`config.mk`:
```
export PLATFORM = sky130hd
export DESIGN_NAME = pc_src_reg
export DESIGN_NICKNAME = d
export VERILOG_FILES = /design/src/rtl/pc_src_reg.sv
export SDC_FILE = /design/constraint.sdc
export NUM_CORES = 1
export LEC_CHECK = 0
export ABC_AREA = 1
export BUFFER_PORTS_ARGS = -buffer_cell sky130_fd_sc_hd__buf_2
export CORE_MARGIN = 2
export CORE_UTILIZATION = 41
export CTS_BUF_LIST = sky130_fd_sc_hd__clkbuf_4 sky130_fd_sc_hd__clkbuf_8 sky130_fd_sc_hd__clkbuf_16
export CTS_CLUSTER_SIZE = 20
export DETAILED_ROUTE_END_ITERATION = 10
export PLACE_DENSITY = 0.69
export SYNTH_ARGS = -nofsm -noshare
export SYNTH_HDL_FRONTEND = slang
export SYNTH_SLANG_ARGS = --single-unit
```
`constraint.sdc`:
```
create_clock -name clk -period 2.3 [get_ports clk]
set_input_delay 0.46 -clock clk [delete_from_list [all_inputs] [get_ports clk]]
set_output_delay 0.46 -clock clk [all_outputs]
set_load 0.005 [all_outputs]
```
`src/rtl/pc_src_reg.sv`:
```
// Next-PC source select and program counter register for the fetch stage.
// Optional: define PC_REDIRECT_CNT_EN to enable the taken-redirect counter.
module pc_src_reg #(
    parameter int          WIDTH    = 32,
    parameter int          NSRC     = 4,
    parameter int          SEL_W    = 2,
    parameter int          STEP     = 4,
    parameter logic [31:0] RESET_PC = 32'h0000_3000
) (
    input  logic                        clk,
    input  logic                        rst_n,
    input  logic [SEL_W-1:0]            sel,
    input  logic [(NSRC-1)*WIDTH-1:0]   src_bus,
    input  logic                        stall,
    output logic [WIDTH-1:0]            pc,
    output logic [WIDTH-1:0]            pc_plus,
    output logic                        redirect_pending,
    output logic                        sel_err,
    output logic                        align_err,
    output logic [15:0]                 redirect_cnt
);

    localparam logic [WIDTH-1:0] STEP_W = WIDTH'(STEP);
    localparam logic [WIDTH-1:0] RST_W  = WIDTH'(RESET_PC);

    logic [31:0]      sel_ext;
    logic             redir;
    logic             illegal;
    logic [WIDTH-1:0] raw;
    logic [WIDTH-1:0] tgt;
    logic             misalign;

    logic [WIDTH-1:0] pc_q, pc_d;
    logic [WIDTH-1:0] pend_tgt_q, pend_tgt_d;
    logic             pend_q, pend_d;
    logic             sel_err_q, sel_err_d;
    logic             align_q, align_d;

    assign sel_ext = 32'(sel);
    assign redir   = (sel_ext != 32'd0) && (sel_ext < 32'(NSRC));
    assign illegal = (sel_ext >= 32'(NSRC));

    // Pick the external target slice addressed by sel (slice k-1 for sel=k)
    always_comb begin
        raw = '0;
        for (int k = 1; k < NSRC; k++) begin
            if (sel_ext == 32'(k)) raw = src_bus[(k-1)*WIDTH +: WIDTH];
        end
    end

    assign tgt      = {raw[WIDTH-1:2], 2'b00};
    assign misalign = |raw[1:0];
    assign pc_plus  = pc_q + STEP_W;

    // Next-state: stall buffers redirects, otherwise redirect > pending > sequential
    always_comb begin
        pc_d       = pc_q;
        pend_d     = pend_q;
        pend_tgt_d = pend_tgt_q;
        sel_err_d  = 1'b0;
        align_d    = 1'b0;
        if (stall) begin
            if (redir) begin
                pend_tgt_d = tgt;
                pend_d     = 1'b1;
                align_d    = misalign;
            end
        end else if (redir) begin
            pc_d    = tgt;
            pend_d  = 1'b0;
            align_d = misalign;
        end else if (pend_q) begin
            pc_d   = pend_tgt_q;
            pend_d = 1'b0;
        end else begin
            pc_d      = pc_plus;
            sel_err_d = illegal;
        end
    end

    // PC, pending redirect buffer and error pulse registers
    always_ff @(posedge clk or negedge rst_n) begin
        if (!rst_n) begin
            pc_q       <= RST_W;
            pend_q     <= 1'b0;
            pend_tgt_q <= '0;
            sel_err_q  <= 1'b0;
            align_q    <= 1'b0;
        end else begin
            pc_q       <= pc_d;
            pend_q     <= pend_d;
            pend_tgt_q <= pend_tgt_d;
            sel_err_q  <= sel_err_d;
            align_q    <= align_d;
        end
    end

    assign pc               = pc_q;
    assign redirect_pending = pend_q;
    assign sel_err          = sel_err_q;
    assign align_err        = align_q;

`ifdef PC_REDIRECT_CNT_EN
    logic        load_redir;
    logic [15:0] cnt_q;

    assign load_redir = !stall && (redir || pend_q);

    // Saturating count of redirect targets loaded into pc
    always_ff @(posedge clk or negedge rst_n) begin
        if (!rst_n) begin
            cnt_q <= 16'h0000;
        end else if (load_redir && (cnt_q != 16'hFFFF)) begin
            cnt_q <= cnt_q + 16'h0001;
        end
    end

    assign redirect_cnt = cnt_q;
`else
    assign redirect_cnt = 16'h0000;
`endif

endmodule

```
* After elaboration in Yosys (flattened, before gate mapping)
Index checks and enable logic that the tools add are counted.
** Storage, ports and cells
- Register bits :: 65
- Output and inout bits :: 83
- Word-level logic and storage cells :: 27
** Operators by class
- Add/subtract/negate cells :: 1
- Order comparisons :: 2
- Equality and inequality tests :: 4
- Mux-type cells :: 11
- Reductions and logical operators :: 4
** Operator list (number)
- 2-to-1 mux 32 bit :: 5
- adder 32 x 3 -> 32 bit, second input constant :: 1
- nonzero test 32 bit :: 1
- 2-to-1 mux 1 bit :: 6
- == test 2 bit, second input constant :: 2
- >= comparator 2 x 3 -> 1 bit, second input constant :: 1
- less-than comparator 2 x 3 -> 1 bit, second input constant :: 1
- == test 2 x 1 -> 1 bit, second input constant :: 1
- != test 2 x 1 -> 1 bit, second input constant :: 1
- AND reduction 2 bit :: 1
- OR reduction 2 bit :: 1
- logical AND 1 bit :: 1

* Longest topological paths before layout
Gate-level depths: netlist of run 1.
- Depth after elaboration :: 6
- Mapped depth :: 10
- Gate-level depth less buffers :: 10

* Worst setup path after synthesis of run 1
OpenSTA, ideal clock, no wires.
- Path kind :: register to output
- Start point :: register pc_q[3] (netlist: pc[3])
- End point :: output pc_plus[22]
- Arrival time :: 1.257 ns
- Required time :: 1.840 ns
- Path slack :: 0.583 ns
- Stages on the path, launching flop included :: 9
- Buffers on the path :: 0
- Path through :: dfrtp_1 > ha_1 > nand2_1 > nor2_1 > nand2_2 > nor2_4 > nand2_1 > nand2_1 > nand2_1
** On the way
- Cells in the longest elaborated chain, start to end :: 1
** Ends and longest elaborated chain
- from (decl) :: line 33 : logic [WIDTH-1:0] pc_q, pc_d;
- from (signal assigned) :: line 90 : pc_q <= pc_d;
- adder 32 x 3 -> 32 bit :: line 53 : assign pc_plus = pc_q + STEP_W;
- to (decl) :: line 16 : output logic [WIDTH-1:0] pc_plus,
No other way between the ends.

* Worst setup path after layout of run 1
- Start point :: register pc_q[13] (netlist: pc[13])
- End point :: output pc_plus[31]
The elaborated chain is that of the path after synthesis.

==> results of run 1 <==
where the power goes:
group	internal (mW)	total [mW]	switching, mW
logic	0.402	0.985	0.582
registers	1.24	1.39	0.143
clock network	0.710	1.16	0.447
per-layer routing:
metal	GRT usage (%)	part of all wire (%)
met1	32.4	44
met2	41.6	48
met3	5.27	6.7
met4	4.12	0.73
met5	0	0
sequential cells by signal, summed over array words and instances (netlist names):
register and count:
align_err 1, redirect_pending 1, pend_tgt_q 30, pc 30
path summary, 6_finish.rpt:
check | startpoint | end | depth (start not counted)
setup reg to reg | pc[13] | pc[23] | 8
setup / recovery | pc[13] | pc_plus[31] | 8
hold / removal | rst_n | pend_tgt_q[20] | 1
hold reg to reg | pend_tgt_q[5] | pend_tgt_q[5] | 1
max in group asynchronous | rst_n | pend_tgt_q[30] | 2
min in group clk | src_bus[33] | align_err | 3
what timing repair did:
item	in CTS	in global routing
pin swaps	1	14
endpoints found under the setup margin	11	22
setup buffers	2	6
resized for setup	3	59
through the flow:
stage / worst slack, ns / hold slack, ns
after floorplan: 0.583 / 0.164
after global placement: 0.298 / 0.485
after detailed placement: 0.260 / 0.491
after CTS: 0.00560 / 0.122
after global routing: -0.0615 / 0.144
final: 0.0435 / 0.113
cells by family after synthesis:
kind of cell	count (synthesis)	synth area share (%)
muxes	3	0.736
adders and majority gates	1	0.283
other	1	0.0849
buffers and inverters	122	12.4
and+or+nand+nor	396	36.8
AOI/OAI and AO/OA	115	13.2
xor gates and xnor gates	7	1.39
DFF	62	35.2
final cells by class:
cell class,count,area share (%)
Multi-Input combinational cell,543,44.3
Clock inverter,3,1.12
Clock buffer,13,2.98
Timing Repair Buffer,183,17.0
Inverter,71,4.59
Tap cell,136,2.93
Sequential cell,62,27.1
Yosys cell counts:
cell type / number / area [um^2]
nand2_1: 238 / 893
nor2_1: 85 / 319
inv_1: 68 / 255
dfrtp_1: 60 / 1500
a21oi_1: 56 / 280
nand3_1: 56 / 280
o21ai_0: 50 / 250
buf_4: 21 / 158
clkbuf_1: 21 / 78.8
buf_2: 8 / 40.0
o21ai_1: 6 / 30.0
xor2_1: 6 / 52.6
nor2_2: 5 / 31.3
nor2_4: 4 / 45.0
and2_1: 2 / 12.5
dfstp_2: 2 / 52.6
inv_2: 2 / 7.51
mux2_2: 2 / 22.5
nand2_2: 2 / 12.5
nand3b_1: 2 / 15.0
a211oi_1: 1 / 7.51
a31oi_1: 1 / 6.26
buf_1: 1 / 3.75
clkinv_1: 1 / 3.75
conb_1: 1 / 3.75
ha_1: 1 / 12.5
mux2i_1: 1 / 10.0
nand2_4: 1 / 11.3
nand4_1: 1 / 6.26
o211ai_1: 1 / 7.51
xnor2_1: 1 / 8.76
==> impl_metrics.csv, run 1 <==
group,metric,value,unit
status,status,"complete, no violations",
setup_path,cp_common_cell,"nand2_1",
yosys,ys_types,31,
setup_path,critPathMaxStageDelay,0.59,ns
setup_path,required,1.84,ns
timing,finalHoldViolCount,0,
cells_and_area,multi_input_area,2570,um^2
clock_network,cts.hold.buffers_added,0,
clock_network,cts_tree,"done",
yosys,ys.warnings.count,0,
clock_network,cts.clk_slew.worst_paths,0.08,ns
yosys,yosysSeqAreaShare,35.2,%
grt,grt_pass1_vias,4745,
yosys,syn_avg_cell_area,6.25,um^2
timing,period_needed,2.26,ns
cells_and_area,nets,972,
yosys,ys_seq_elements,62,
timing,post-route-period-util,98.1,%
worst_hold_path,hold_path.class,"in -> async",
cells_and_area,drive_above_1_share,30.1,%
timing,rsz0062_at_grt,"yes",
setup_path,worstSetupPathType,"reg -> out",
power,ir_drop,0.000273,V
routing,drc,0,
grt,grt_max_degree,45,
timing,tightest_slew,0.637,ns
timing,relSlewSlack,57.3,%
setup_path,rrSetupSlack,0.68,ns
cells_and_area,seqCellArea,1570,um^2
die,die_area,11600,um^2
setup_path,cp.arrival,1.80,ns
cells_and_area,final.fill_count,1100,
routing,drt_pass1_iterations,5,
setup_path,critPathLaunchType,"flop",
place,place_congestion,0.932,
routing,wire_per_inst,13.4,um
die,rows,37,
timing,slew_viol_final,0,
die,die_x,108,um
timing,finClkSkew,0.0136,ns
place,port_buffers,162,
timing,fmax,443,MHz
setup_path,crit_path_end_kind,"output pin",
power,total_power,3.53,mW
run,drv_cap,0,
routing,drt_iter0_markers,256,
cells_and_area,utilization,55.7,%
power,leakage,2.98,nW
clock_network,clockBufferDepth,2,
grt,grt_overflow,0,
grt,globalRouteTotalUtil,24.5,%
clock_network,htreeDepth,3,
place,hpwl,9880,um
die,die_y,108,um
clock_network,cts_made_buffers,9,
die,initial_utilization,42.4,%
cells_and_area,antennaDiodeCount,0,
yosys,syn-instance-count,707,
routing,wl,13500,um
cells_and_area,fin_cells,1011,
yosys,synth_area,4420,um^2
place,post-place-cells,987,
die,core,10400,um^2
timing,setup_viol,0,
grt,grt_pass1_wl,22700,um
cells_and_area,layout_common_cells,"224 x nand2_1, 162 x buf_2, 69 x nor2_1",
grt,antenna_found_initial,0,
setup_path,cp_cell_sequence,"nand2_4, nor2_4, nand2_2, nor2_4, nand2_1, nand2_1, nand2_1, buf_2",
routing,routed_via_density,4.88,
setup_path,path_buf_inv,1,
power,cellPowerDensity,608,nW/um^2
timing,setup_tns,0,ns
clock_network,clkLatencyLatePin,0.35,ns
die,ios,184,
setup_path,critPathMaxFanout,5,
routing,postRouteAntennaNets,0,
clock_network,clock-sinks,62,
setup_path,critical-path-slowest-cell,"dfstp_2",
clock_network,cts_root_buf,"clkbuf_8",
cells_and_area,final_area,5800,um^2
setup_path,critPathTopFamily,"simple AND/OR/NAND/NOR gates",
cells_and_area,syn_to_final_growth,31.3,%
place,dpl-instance-area,5320,um^2
routing,via_count,4929,
cells_and_area,final_common_cell,"nand2_1",
No activity file was read; power rests on OpenSTA's default activity.
==> inputs of run 2 (changes only) <==
--- a/config.mk
+++ b/config.mk
@@ -8,11 +8,11 @@
 export ABC_AREA = 1
 export BUFFER_PORTS_ARGS = -buffer_cell sky130_fd_sc_hd__buf_2
 export CORE_MARGIN = 2
-export CORE_UTILIZATION = 41
+export CORE_UTILIZATION = 53
 export CTS_BUF_LIST = sky130_fd_sc_hd__clkbuf_4 sky130_fd_sc_hd__clkbuf_8 sky130_fd_sc_hd__clkbuf_16
 export CTS_CLUSTER_SIZE = 20
 export DETAILED_ROUTE_END_ITERATION = 10
-export PLACE_DENSITY = 0.69
+export PLACE_DENSITY = 0.86
 export SYNTH_ARGS = -nofsm -noshare
 export SYNTH_HDL_FRONTEND = slang
 export SYNTH_SLANG_ARGS = --single-unit
==> run 2 against run 1 <==
Effect of this change: first-iteration DRC count grew 19%; worst hold slack better by 0.0026 ns; core utilization rose by 14 points; count of clock-buffer cells in the layout rose by 1; clock skew is 0.0042 ns lower; via count up 3.2%; final cell count decreased by 3.3%; global-route usage is 6.2 points higher; wire length up 3.4%; critical path type unchanged; sequential share of layout area up 0.52 points.
==> impl_metrics.csv, run 2 (same netlist as run 1, synthesis figures left out) <==
group,metric,value,unit
setup_path,cp_cell_sequence,"nand2_2, nor2_4, nand2_2, nor2_4, nand2_1, nand2_1, nand2_1, buf_2",
clock_network,cts.hold.buffers_added,0,
clock_network,clkLatencyLatePin,0.35,ns
setup_path,cp_common_cell,"nand2_1",
timing,relSlewSlack,62.4,%
setup_path,cp.arrival,1.82,ns
setup_path,worstReg2RegStart,"pc[4]",
setup_path,worstSetupPathType,"reg -> out",
die,die_x,95.3,um
setup_path,path_buf_inv,1,
power,cellPowerDensity,578,nW/um^2
routing,drc,0,
timing,tightest_slew,0.564,ns
place,hpwl,9900,um
setup_path,critPathTopFamily,"simple AND/OR/NAND/NOR gates",
routing,postRouteAntennaNets,0,
setup_path,critPathLaunchType,"flop",
die,initial_utilization,54.3,%
setup_path,startpoint,"pc[12]",
grt,grt_pass1_wl,21700,um
setup_path,critPathMaxStageDelay,0.59,ns
clock_network,htreeDepth,3,
timing,period_needed,2.28,ns
timing,setup_viol,0,
timing,setup_tns,0,ns
cells_and_area,layout_common_cells,"226 x nand2_1, 162 x buf_2, 68 x nor2_1, 68 x inv_1",
run,drv_cap,0,
clock_network,cts_tree,"done",
timing,fmax,438,MHz
routing,routed_via_density,5.20,
place,dp_worst_setup_slack,0.293,ns
die,die_area,9080,um^2
timing,finalHoldWorstSlack,0.116,ns
setup_path,critPathMaxFanout,6,
place,place_congestion,0.919,
clock_network,cts.clk_slew.worst_paths,0.07,ns
cells_and_area,fin_cells,978,
grt,grt_pass1_vias,4683,
setup_path,critical-path-slowest-cell,"dfstp_2",
timing,rsz0062_at_grt,"yes",
place,port_buffers,162,
die,rows,33,
grt,antenna_found_initial,0,
power,ir_drop,0.000329,V
grt,grt_max_degree,63,
die,die_y,95.3,um
routing,wire_per_inst,14.3,um
cells_and_area,final_common_cell,"nand2_1",
die,ios,184,
clock_network,cts_root_buf,"clkbuf_8",
cells_and_area,syn_to_final_growth,28.3,%
routing,wl,14000,um
status,status,"complete, no violations",
routing,drt_iter0_markers,304,
place,post-place-cells,955,
setup_path,rrSetupSlack,0.68,ns
cells_and_area,final.fill_count,700,
power,total_power,3.27,mW
routing,drt_pass1_iterations,5,
clock_network,clock-sinks,62,
timing,slew_viol_final,0,
setup_path,crit_path_end_kind,"output pin",
timing,setup_ws,0.0158,ns
clock_network,cts_made_buffers,9,
grt,grt_overflow,0,
routing,via_count,5086,
timing,post-route-period-util,99.3,%
power,leakage,2.95,nW
clock_network,clockBufferDepth,2,
worst_hold_path,hold_path.class,"in -> async",
cells_and_area,antennaDiodeCount,0,
cells_and_area,nets,970,
grt,globalRouteTotalUtil,30.7,%
timing,finClkSkew,0.00943,ns
die,core,8130,um^2
timing,finalHoldViolCount,0,
cells_and_area,drive_above_1_share,29.0,%
setup_path,required,1.84,ns
run 2: through the flow:
stage,cell area (um^2),utilization [%]
floorplan,4490,-
global placement,5290,65.1
detailed placement,5290,65.1
CTS,5500,67.7
global route,5670,69.7
finish,5670,69.7
run 2: timing repair:
action                     in CTS  in global routing
pin swaps                       1                 16
buffers inserted                1                  6
setup endpoints to repair      10                 20
cloned                          0                  0
resized for setup               7                 42
run 2: final cells by class:
class	instances	area, um^2	share of cell area, %
timing repair buffer	181	995	17.5
multi-input combinational	543	2530	44.7
clock buffer	14	168	2.96
inverter	71	267	4.70
clock inverter	2	10.0	0.177
sequential	62	1560	27.6
tap	105	131	2.32
run 2: path summary, 6_finish.rpt:
path | end | cells after the start
max | pc_plus[31] | 8
min | pc[16] | 2
max reg2reg | pc[9] | 8
min reg2reg | pend_tgt_q[2] | 1
max in group asynchronous | pc[12] | 2
min in group clk | align_err | 3
run 2: where the power goes:
part	switching, mW	internal, mW	leakage [nW]
Sequential	0.146	1.24	0.743
Combinational	0.592	0.402	2.11
Clock	0.426	0.466	0.0981
run 2: routing by layer:
layer,vias up,GRT usage [%],wire [um]
met1,2330,39.6,5830
met2,233,52.4,6900
met5,-,0,0
li1,2501,-,-
met4,0,9.06,249
met3,22,5.61,1000
run 2: worst reg2reg max path, stage by stage, from the launching register on:
cell     delay, ns
dfrtp_2       0.46
nand2_1       0.12
nor2_4        0.17
nand2_4       0.12
buf_4         0.16
xor2_1        0.12
inv_1         0.08
o21ai_0       0.17
a21oi_1       0.10
